## src/rtl/phase_adjust_multi_pkg.sv

```systemverilog
// Shared defaults for the multi-channel phase adjuster and its per-channel slice.
package phase_adjust_multi_pkg;

  localparam int DEF_NCH      = 2;
  localparam int DEF_PERIOD_W = 11;
  localparam int DEF_PHASE_W  = 7;

  // One extra bit so a channel held high for a whole period reads 2^PERIOD_W.
  function automatic int meas_w(input int period_w);
    return period_w + 1;
  endfunction

  localparam int DEF_MEAS_W = meas_w(DEF_PERIOD_W);

endpackage

```

## src/rtl/phase_adjust_multi_channel.sv

```systemverilog
// One channel: shadow/active config, phase window compare, input synchroniser
// and high-cycle counter for the period measurement.
module phase_channel
  import phase_adjust_multi_pkg::*;
#(
  parameter  int PERIOD_W = DEF_PERIOD_W,
  parameter  int PHASE_W  = DEF_PHASE_W,
  localparam int MEAS_W   = meas_w(PERIOD_W)
) (
  input  logic                clk,
  input  logic                rst,
  input  logic [PERIOD_W-1:0] p,
  input  logic                wrap,
  input  logic                wr_en,
  input  logic [PHASE_W-1:0]  cfg_phase,
  input  logic [PHASE_W-1:0]  cfg_width,
  input  logic                cfg_level,
  input  logic                sig,
  output logic                pending,
  output logic                oe,
  output logic                d_out,
  output logic [MEAS_W-1:0]   meas
);

  logic [PHASE_W-1:0]  shadow_phase_q, shadow_phase_d;
  logic [PHASE_W-1:0]  shadow_width_q, shadow_width_d;
  logic                shadow_level_q, shadow_level_d;
  logic [PHASE_W-1:0]  active_phase_q, active_phase_d;
  logic [PHASE_W-1:0]  active_width_q, active_width_d;
  logic                active_level_q, active_level_d;
  logic                pending_q, pending_d;
  logic                oe_q, oe_d;
  logic                sync1_q, sync1_d;
  logic                sync2_q, sync2_d;
  logic [MEAS_W-1:0]   cnt_q, cnt_d;
  logic [MEAS_W-1:0]   meas_q, meas_d;
  logic [PERIOD_W-1:0] diff;

  always_comb begin
    shadow_phase_d = shadow_phase_q;
    shadow_width_d = shadow_width_q;
    shadow_level_d = shadow_level_q;
    active_phase_d = active_phase_q;
    active_width_d = active_width_q;
    active_level_d = active_level_q;
    pending_d      = pending_q;

    if (wrap && pending_q) begin
      active_phase_d = shadow_phase_q;
      active_width_d = shadow_width_q;
      active_level_d = shadow_level_q;
      pending_d      = 1'b0;
    end

    // A write landing on the wrap edge only arms pending; it commits next wrap.
    if (wr_en) begin
      shadow_phase_d = cfg_phase;
      shadow_width_d = cfg_width;
      shadow_level_d = cfg_level;
      pending_d      = 1'b1;
    end

    // Modular distance makes windows that straddle the wrap contiguous.
    diff = p - PERIOD_W'(active_phase_q);
    oe_d = (diff < PERIOD_W'(active_width_q));

    sync1_d = sig;
    sync2_d = sync1_q;

    cnt_d  = cnt_q + MEAS_W'(sync2_q);
    meas_d = meas_q;
    if (wrap) begin
      meas_d = cnt_d;
      cnt_d  = '0;
    end
  end

  always_ff @(posedge clk) begin
    if (!rst) begin
      shadow_phase_q <= '0;
      shadow_width_q <= '0;
      shadow_level_q <= 1'b0;
      active_phase_q <= '0;
      active_width_q <= '0;
      active_level_q <= 1'b0;
      pending_q      <= 1'b0;
      oe_q           <= 1'b0;
      sync1_q        <= 1'b0;
      sync2_q        <= 1'b0;
      cnt_q          <= '0;
      meas_q         <= '0;
    end else begin
      shadow_phase_q <= shadow_phase_d;
      shadow_width_q <= shadow_width_d;
      shadow_level_q <= shadow_level_d;
      active_phase_q <= active_phase_d;
      active_width_q <= active_width_d;
      active_level_q <= active_level_d;
      pending_q      <= pending_d;
      oe_q           <= oe_d;
      sync1_q        <= sync1_d;
      sync2_q        <= sync2_d;
      cnt_q          <= cnt_d;
      meas_q         <= meas_d;
    end
  end

  assign pending = pending_q;
  assign oe      = oe_q;
  assign d_out   = active_level_q;
  assign meas    = meas_q;

endmodule

```

## src/rtl/phase_adjust_multi.sv

```systemverilog
// Multi-channel phase adjuster: shared period counter and config handshake,
// with one phase_channel per output. Pads stay in the parent.
module phase_adjust_multi
  import phase_adjust_multi_pkg::*;
#(
  parameter  int NCH      = DEF_NCH,
  parameter  int PERIOD_W = DEF_PERIOD_W,
  parameter  int PHASE_W  = DEF_PHASE_W,
  localparam int CH_W     = (NCH > 1) ? $clog2(NCH) : 1,
  localparam int MEAS_W   = meas_w(PERIOD_W)
) (
  input  logic                  clk,
  input  logic                  rst,
  input  logic [NCH-1:0]        sig,
  input  logic                  cfg_valid,
  output logic                  cfg_ready,
  input  logic [CH_W-1:0]       cfg_ch,
  input  logic [PHASE_W-1:0]    cfg_phase,
  input  logic [PHASE_W-1:0]    cfg_width,
  input  logic                  cfg_level,
  output logic [NCH-1:0]        oe,
  output logic [NCH-1:0]        d_out,
  output logic [NCH*MEAS_W-1:0] meas,
  output logic                  meas_valid
);

  logic [PERIOD_W-1:0] p_q, p_d;
  logic                meas_valid_q, meas_valid_d;
  logic                wrap;
  logic [NCH-1:0]      pending;

  always_comb begin
    p_d          = p_q + 1'b1;
    wrap         = (p_q == '1);
    meas_valid_d = wrap;
    cfg_ready    = rst && !pending[cfg_ch];
  end

  always_ff @(posedge clk) begin
    if (!rst) begin
      p_q          <= '0;
      meas_valid_q <= 1'b0;
    end else begin
      p_q          <= p_d;
      meas_valid_q <= meas_valid_d;
    end
  end

  assign meas_valid = meas_valid_q;

  for (genvar c = 0; c < NCH; c++) begin : g_ch
    phase_channel #(
      .PERIOD_W (PERIOD_W),
      .PHASE_W  (PHASE_W)
    ) u_ch (
      .clk       (clk),
      .rst       (rst),
      .p         (p_q),
      .wrap      (wrap),
      .wr_en     (cfg_valid && cfg_ready && (cfg_ch == CH_W'(c))),
      .cfg_phase (cfg_phase),
      .cfg_width (cfg_width),
      .cfg_level (cfg_level),
      .sig       (sig[c]),
      .pending   (pending[c]),
      .oe        (oe[c]),
      .d_out     (d_out[c]),
      .meas      (meas[c*MEAS_W +: MEAS_W])
    );
  end

endmodule

```

## config.mk

```make
export PLATFORM = sky130hd
export DESIGN_NAME = phase_adjust_multi
export DESIGN_NICKNAME = d
export VERILOG_FILES = /design/src/rtl/phase_adjust_multi_pkg.sv /design/src/rtl/phase_adjust_multi_channel.sv /design/src/rtl/phase_adjust_multi.sv
export SDC_FILE = /design/constraint.sdc
export NUM_CORES = 1
export LEC_CHECK = 0
export CORE_AREA = 2 2 104 106
export DETAILED_ROUTE_END_ITERATION = 7
export DIE_AREA = 0 0 106 108
export GPL_ROUTABILITY_DRIVEN = 0
export PLACE_DENSITY = 0.77
export SLEW_MARGIN = 10
export SYNTH_ARGS = -nofsm -noshare
export SYNTH_HDL_FRONTEND = slang
export SYNTH_SLANG_ARGS = --single-unit
```

## constraint.sdc

```tcl
create_clock -name clk -period 3.8 [get_ports clk]
set_input_delay 0.76 -clock clk [delete_from_list [all_inputs] [get_ports clk]]
set_output_delay 0.76 -clock clk [all_outputs]
set_load 0.005 [all_outputs]
```

**Yosys cells after proc, flatten, opt, wreduce, memory -nomap -nowiden**

Index checks and enable logic that the tools add are counted.

- Bits in registers: 128
- Latch bits: 0
- Bits in writable memories: 0
- Bits in read-only memories: 0
- Input bits: 21
- Output and inout port bits: 30
- Logic and storage cells: 53
- Memories: 0

- Add/sub/neg operators: 5
- Multiply operators: 0
- Div/mod/pow operators: 0
- Magnitude comparators: 3
- Eq/ne operators: 1
- Shift-type cells: 0
- Mux-type cells: 6
- Bitwise gates (word level): 2
- Reductions and logical operators: 10

Operators with widths:

| operator | count |
|---|---|
| $add 12x1->12 | 2 |
| $lt 11x7->1 | 2 |
| $sub 11x7->11 | 2 |
| $add 11x1->11 const B | 1 |
| $eq 11x11->1 const B | 1 |
| $logic_and 1x1->1 | 6 |
| $mux 1 | 6 |
| $reduce_bool 2->1 | 2 |
| $lt 1x2->1 const B | 1 |
| $not 1->1 | 2 |
| $reduce_or 2->1 | 1 |
| $logic_not 1->1 | 1 |

**Longest topological paths before layout**

Gate-level depths: netlist (run 1).

- Word-level depth: 7
- Mapped depth: 14
- Gate-level depth less buffers: 14

**Cells and area by module**

A second synthesis (run 1) with hierarchy kept.

- Cells, all modules: 642
- Area, all modules: 5759.3 um^2

Modules (own cells, without submodules):

| module | instances | cells each | area an instance (um^2) | sequential area each (um^2) |
|---|---|---|---|---|
| phase_channel (g_ch[0].u_ch) | 1 | 294 | 2657.5 | 1161.1 |
| phase_channel (g_ch[1].u_ch) | 1 | 290 | 2573.7 | 1161.1 |
| phase_adjust_multi | 1 | 58 | 528.0 | 240.2 |

**Worst setup path after synthesis (run 1)**

Ideal clock, no wire load.

- Path kind: reg2reg
- Start point: register p_q[0]
- End point: register g_ch[0].u_ch.oe_q
- Library setup time: 0.092 ns
- Arrival: 2.615 ns
- Data required time: 3.708 ns
- Path slack: 1.093 ns
- Cell stages (with the launch flop): 15
- Path buffers: 0
- Period minus slack after synthesis: 2.707 ns
- Cells stage by stage: dfxtp_1 -> inv_1 -> ha_1 -> inv_1 -> fa_1 -> a211oi_1 -> o21ai_0 -> and2_1 -> a21oi_1 -> ha_1 -> nand2_1 -> nor3_1 -> a221oi_1 -> nand2_1 -> o32ai_1

- Cells in the longest elaborated chain, start to end: 2

RTL lines:

| item | RTL line | source |
|---|---|---|
| start, declared | phase_adjust_multi.sv:27 | `logic [PERIOD_W-1:0] p_q, p_d;` |
| start signal, assigned | phase_adjust_multi.sv:44 | `p_q <= p_d;` |
| $sub 11x7->11 | phase_adjust_multi_channel.sv:64 | `diff = p - PERIOD_W'(active_phase_q);` |
| $lt 11x7->1 | phase_adjust_multi_channel.sv:65 | `oe_d = (diff < PERIOD_W'(active_width_q));` |
| end signal, assigned | phase_adjust_multi_channel.sv:87 | `oe_q <= 1'b0;` |
| end signal, assigned | phase_adjust_multi_channel.sv:100 | `oe_q <= oe_d;` |
| end, declared | phase_adjust_multi_channel.sv:32 | `logic oe_q, oe_d;` |

No other way between the ends.
A chain may end at the register's enable or synchronous reset.

**Worst setup path in the final report (run 1)**

- Start point: input cfg_ch
- End point: output cfg_ready

- Cells in the longest elaborated chain, start to end: 4

RTL lines:

| item | RTL line | source |
|---|---|---|
| start, declared | phase_adjust_multi.sv:17 | `input logic [CH_W-1:0] cfg_ch,` |
| $mux 1 (not written as such) (2 in a row) | phase_adjust_multi.sv:36 | `cfg_ready = rst && !pending[cfg_ch];` |
| $logic_not 1->1 | phase_adjust_multi.sv:36 |  |
| $logic_and 1x1->1 | phase_adjust_multi.sv:36 |  |
| end, declared | phase_adjust_multi.sv:16 | `output logic cfg_ready,` |

No other way between the ends. The select of a mux whose other input is x is not followed.

==> results of run 1 <==
[power breakdown]
group	switching [W]	leakage (nW)	internal [W]
clock	0.000571	0.264	0.000896
sequential	0.0000148	1.03	0.00137
combinational	0.000107	1.38	0.0000955
[stage by stage]
stage	instance area (um^2)	total power (W)	std cells
6_report	6819	0.003051	856
5_1_grt	6819	0.003164	856
4_1_cts	6819	0.003072	856
3_5_place_dp	6279	0.001610	824
3_3_place_gp	6279	0.001600	824
2_1_floorplan	5849	0.001549	677
[flip-flops by register name (all words and copies together), names as in the netlist]
| name | count |
|---|---|
| g_ch.u_ch.sync1_q | 2 |
| g_ch.u_ch.sync2_q | 2 |
| g_ch.u_ch.shadow_phase_q | 14 |
| p_q | 11 |
| g_ch.u_ch.meas | 24 |
| g_ch.u_ch.pending | 2 |
| meas_valid | 1 |
| g_ch.u_ch.shadow_level_q | 2 |
| g_ch.u_ch.shadow_width_q | 14 |
| g_ch.u_ch.cnt_q | 24 |
| g_ch.u_ch.d_out | 2 |
| g_ch.u_ch.oe | 2 |
| g_ch.u_ch.active_phase_q | 14 |
| g_ch.u_ch.active_width_q | 14 |
[cell type report]
class / count / area [um^2]
tap: 136 / 170.2
fill: 804 / 3412
sequential: 128 / 2562
inverter: 32 / 120.1
timing repair buffer: 52 / 513.0
clock buffer: 22 / 452.9
clock inverter: 10 / 87.58
multi-input combinational: 476 / 2913
[cells in the final DEF (no fill, tap or decap), drive strengths merged, types with 14 or more instances in the layout]
master,synthesis,routed
dfxtp,128,128
nand2,124,124
clkdlybuf4s50,0,49
o21ai,47,47
nor2,43,43
nand3,43,43
a21boi,35,35
inv,32,32
ha,31,31
and2,22,22
clkbuf,13,22
xnor2,19,19
o211a,15,15
a21oi,14,14
xor2,14,14
[metal layers]
layer  vias to the layer above  track usage
li1                       2344            -
met1                      2208       0.2986
met2                        87       0.3802
met3                        13      0.07113
met4                         0      0.07237
met5                         -            0
[how the worst max path moves through the flow]
stage / endpoint / slack (ns) / start / cells past startpoint
2_1_floorplan: g_ch[0].u_ch.oe / 1.09 / p_q[0] / 14
3_3_place_gp: cfg_ready / 0.81 / cfg_ch / 4
3_5_place_dp: cfg_ready / 0.77 / cfg_ch / 4
4_1_cts: cfg_ready / 0.77 / cfg_ch / 4
5_1_grt: g_ch[0].u_ch.oe / 0.50 / p_q[0] / 14
6_report: cfg_ready / 0.77 / cfg_ch / 4
[critical path, cell delays in order]
cell,delay [ns]
clkdlybuf4s50_1,0.58
mux2i_1,0.25
and2_4,0.18
clkdlybuf4s50_1,0.50
[cells by family (layout without fill, tap and decap cells)]
kind of cell             count (synthesis)  in the layout  synth area share
AO/OA/AOI/OAI                          132            132            0.1508
adder cells (fa/ha/maj)                 33             33           0.07316
AND/OR/NAND/NOR                        271            271            0.2126
flip-flops                             128            128            0.4381
XOR/XNOR                                33             33           0.04941
multiplexers                             7              7           0.01198
buffers and inverters                   73            116           0.06396
==> flow_metrics.py, run 1 <==
metrics = {
    "routing": {
        "drc": 0,
        "wl_per_cell_um": 14.16,
        "wl_met3_um": 395,
        "wl_met2_um": 5679,
        "highest_layer": "met4",
        "wirelength_um": 12120,
        "drt_iter0_drc": 195,
        "via_per_inst": 5.435,
        "ant_nets": 0,
        "via_count": 4652,
        "wl_met1_um": 5879,
        "dr.pass1.iters": 5,
    },
    "yosys": {
        "syn_area_per_cell_um2": 8.640,
        "ys.flop_type": "dfxtp_1",
        "ys_seq_area_frac": 0.4381,
        "synth.cell_area_um2": 5849,
        "yosys-top-cells-count": "dfxtp_1, nand2_1, nand3_1, nor2_1, o21ai_1",
        "synth_top_area_frac": 0.4381,
        "synth_edf_count": 0,
        "synthArstFlopShare": 0,
        "yosysTopAreaCell": "dfxtp_1",
        "synth_warnings": 0,
        "ys_top_cells_by_area": "dfxtp_1, nand2_1, ha_1",
        "synth.distinct_cells": 46,
        "synthCells": 677,
        "ys_ff_latch": 128,
        "syn_nets": 731,
        "yosysMostFrequentCell": "dfxtp_1",
    },
    "worst_setup_path": {
        "timing.rr.end": "g_ch[0].u_ch.oe",
        "regToRegSetupSlack_ns": 0.80,
        "startpoint_type": "input pin",
        "critPathArrivalTime_ns": 2.27,
        "endpoint_kind": "output pin",
        "reg2regPathDepth": 14,
        "cp_max_fo": 5,
        "r2r-start": "p_q[0]",
        "critPathRequiredTime_ns": 3.04,
        "critPathKind": "input pin to output pin",
    },
    "clocking": {
        "clk_pin_slew_worst_paths_ns": 0.06,
        "clk_path_buf_depth": 2,
        "hold_buffers": 0,
        "ctsResizeCount": 0,
        "h-tree-depth": 4,
        "cts_setup_buffers": 0,
        "cts_buffers": 17,
        "root_buffer": "clkbuf_8",
        "cts_tree": "yes",
        "cts_num_sinks": 128,
        "insertion_delay_ns": 0.53,
    },
    "die": {
        "start_util": 0.5717,
        "die_w_um": 106,
        "die_area_um2": 11450,
        "rows": 37,
        "core_um2": 10230,
        "die_h_um": 108,
        "top_level_ports": 51,
    },
    "hold_path": {
        "min_path_cells": 2,
        "min-delay-start": "g_ch[0].u_ch.d_out",
        "hold_path.class": "flip-flop to flip-flop",
        "hold_end": "g_ch[0].u_ch.d_out",
    },
    "timing": {
        "worst_slack_ns": 0.7686,
        "slew_headroom": 0.4722,
        "post-route-period-util": 0.7977,
        "finalSetupViolations": 0,
        "fin_crit_ns": 3.031,
        "skew_ns": 0.02145,
        "fmax_ghz": 0.3299,
        "setup_tns_ns": 0,
        "fin_hold_ws_ns": 0.4458,
        "slew_violations": 0,
        "worst_pin_slew_ns": 0.7918,
        "finalHoldViolations": 0,
        "rsz0062_at_grt": "no",
    },
    "global_routing": {
        "grt_max_degree": 68,
        "grt-ovfl-total": 0,
        "grt_pass1_vias": 4632,
        "grt_usage": 0.2331,
        "antenna_found_initial": 0,
        "grt_pass1_wl_um": 21240,
    },
    "cells_and_area": {
        "drive_above_1_share": 0.05417,
        "fin_util": 0.6665,
        "areaGrowthSynthToFinish_pct": 16.58,
        "nets": 761,
        "diodes": 0,
    },
    "power_and_ir_drop": {
        "peakVddDrop_mv": 0.2611,
        "pwr_density_cell_nw_per_um2": 447.4,
        "p_leak_nw": 2.676,
    },
    "place": {
        "dp_slack_ns": 0.7740,
        "detailed_place_hpwl_um": 8324,
        "numPortBuffers": 50,
    },
    "status": {
        "outcome": "finished, final reports clean",
    },
    "job": {
        "maxCapViolations": 0,
    },
}
Power figures use the tool's default switching activity.
==> run 2, diff against run 1 <==
Settings changed: CORE_AREA 2 2 104 106 to 2 2 110 112, DIE_AREA 0 0 106 108 to 0 0 112 114, PLACE_DENSITY 0.77 to 0.72.
Clock period 3.8 ns to 2.6 ns, I/O delays scaled along.
==> flow_metrics.py, run 2 (synthesized netlist as in run 1, its figures left out) <==
metrics = {
    "routing": {
        "wirelength_um": 12870,
        "wl_per_cell_um": 14.51,
        "drt_iter0_drc": 213,
        "dr.pass1.iters": 5,
        "highest_layer": "met4",
        "ant_nets": 0,
        "drc": 0,
        "wl_met2_um": 6226,
        "wl_met3_um": 560,
        "via_count": 4754,
        "wl_met1_um": 5912,
        "via_per_inst": 5.360,
    },
    "worst_setup_path": {
        "critPathRequiredTime_ns": 2.90,
        "crit_slowest_cell": "fa_2",
        "critPathArrivalTime_ns": 2.99,
        "cp_max_fo": 3,
        "critPathKind": "flip-flop to flip-flop",
        "crit_buf_inv": 3,
        "reg2regPathDepth": 14,
        "critPathTopFamily": "compound AO/OA/AOI/OAI gates",
        "path_depth": 14,
        "endpoint_kind": "flip-flop",
        "crit_chain": "inv_2 -> buf_6 -> ha_4 -> inv_2 -> fa_2 -> a211oi_2 -> nor2_2 -> o21a_1 -> nor2_2 -> xnor2_1 -> ha_1 -> a211oi_2 -> o2111ai_1 -> nor4_1",
        "critPathMaxStageDelay_ns": 0.40,
        "startpoint_type": "flip-flop",
    },
    "die": {
        "start_util": 0.4995,
        "top_level_ports": 51,
        "die_area_um2": 12770,
        "core_um2": 11710,
        "rows": 40,
        "die_h_um": 114,
        "die_w_um": 112,
    },
    "timing": {
        "finalSetupViolations": 2,
        "skew_ns": 0.005544,
        "rsz0062_at_grt": "yes",
        "post-route-period-util": 1.032,
        "finalHoldViolations": 0,
        "worst_slack_ns": -0.08366,
        "slew_headroom": 0.5884,
        "slew_violations": 0,
        "worst_pin_slew_ns": 0.6175,
        "fin_crit_ns": 2.684,
        "fmax_ghz": 0.3726,
    },
    "global_routing": {
        "grt_max_degree": 64,
        "grt_pass1_vias": 4487,
        "grt-ovfl-total": 0,
        "grt_usage": 0.2057,
        "antenna_found_initial": 0,
        "grt_pass1_wl_um": 21320,
    },
    "power_and_ir_drop": {
        "finalPower_w": 0.004826,
        "intPower_w": 0.003784,
        "peakVddDrop_mv": 0.4466,
        "pwr_density_cell_nw_per_um2": 670.8,
        "clockPowerShare": 0.507,
        "p_leak_nw": 2.827,
        "p_seq_frac": 0.417,
        "p_sw_w": 0.001042,
        "combPwrFrac": 0.075,
        "netSwitchingFraction": 0.2158,
    },
    "clocking": {
        "cts_buffers": 17,
        "insertion_delay_ns": 0.41,
        "cts_num_sinks": 128,
        "clk_path_buf_depth": 2,
        "hold_buffers": 0,
        "clk_pin_slew_worst_paths_ns": 0.05,
        "cts_tree": "yes",
        "h-tree-depth": 4,
        "root_buffer": "clkbuf_16",
    },
    "hold_path": {
        "min_path_cells": 1,
        "hold_path.class": "flip-flop to flip-flop",
    },
    "cells_and_area": {
        "layout_commonest_cell": "dfxtp_1",
        "diodes": 0,
        "nets": 781,
        "areaGrowthSynthToFinish_pct": 22.99,
        "drive_above_1_share": 0.1189,
        "most-common-layout-cells": "dfxtp_1, nand2_1, clkdlybuf4s50_1",
        "fill_cells": 1015,
        "stdcell_count": 887,
    },
    "job": {
        "maxCapViolations": 0,
    },
    "place": {
        "placedCellCount": 851,
        "detailed_place_hpwl_um": 8613,
        "numPortBuffers": 50,
    },
    "status": {
        "outcome": "finished, violations left",
        "violations": "negative setup slack",
    },
}
[run 2: metrics by stage]
step           utilization  setup slack [ns]  instance area, um^2  setup TNS [ns]  hold slack [ns]
2_1_floorplan            -           0.02505                 5857               0           0.4119
3_3_place_gp        0.5482          -0.05455                 6420        -0.05455           0.4207
3_5_place_dp        0.5482           -0.1272                 6420         -0.1429           0.4220
4_1_cts             0.6065           -0.1103                 7103         -0.1756           0.4362
5_1_grt             0.6143           -0.2402                 7194         -0.4321           0.4536
6_report            0.6143          -0.08366                 7194         -0.1617           0.4325
[run 2: final cells by class]
class                      count  area, um^2  share of cell area
clock buffer                  24       491.7             0.06835
clock inverter                 8       127.6             0.01774
inverter                      32       120.1             0.01670
multi-input combinational    476        3038              0.4223
sequential                   128        2566              0.3567
tap                          147       183.9             0.02557
timing repair buffer          72       666.9             0.09270
[run 2: metal layers]
| metal | global-route usage | vias up |
|---|---|---|
| met5 | 0 | - |
| met1 | 0.2756 | 2250 |
| met3 | 0.04251 | 16 |
| met2 | 0.3378 | 106 |
| met4 | 0.06260 | 0 |
| li1 | - | 2382 |
[run 2: power by group through the flow]
stage | Combinational [W] | Clock, W | Sequential (W)
2_1_floorplan | 0.000212 | 0 | 0.00205
3_3_place_gp | 0.000305 | 0 | 0.00205
3_5_place_dp | 0.000315 | 0 | 0.00206
4_1_cts | 0.000333 | 0.00247 | 0.00201
5_1_grt | 0.000397 | 0.00259 | 0.00202
6_report | 0.000362 | 0.00245 | 0.00201
[run 2: path summary, 6_finish.rpt]
| kind | from | end | slack (ns) |
|---|---|---|---|
| setup / recovery | p_q[0] | g_ch[1].u_ch.oe | -0.08 |
| hold / removal | g_ch[1].u_ch.sync1_q | g_ch[1].u_ch.sync2_q | 0.43 |
| setup reg to reg | p_q[0] | g_ch[1].u_ch.oe | -0.08 |
| hold reg to reg | g_ch[1].u_ch.sync1_q | g_ch[1].u_ch.sync2_q | 0.43 |
[run 2: timing repair]
item,CTS,global route
resized for setup,13,20
pin swaps,10,22
buffers inserted,3,2
setup endpoints to repair,2,2
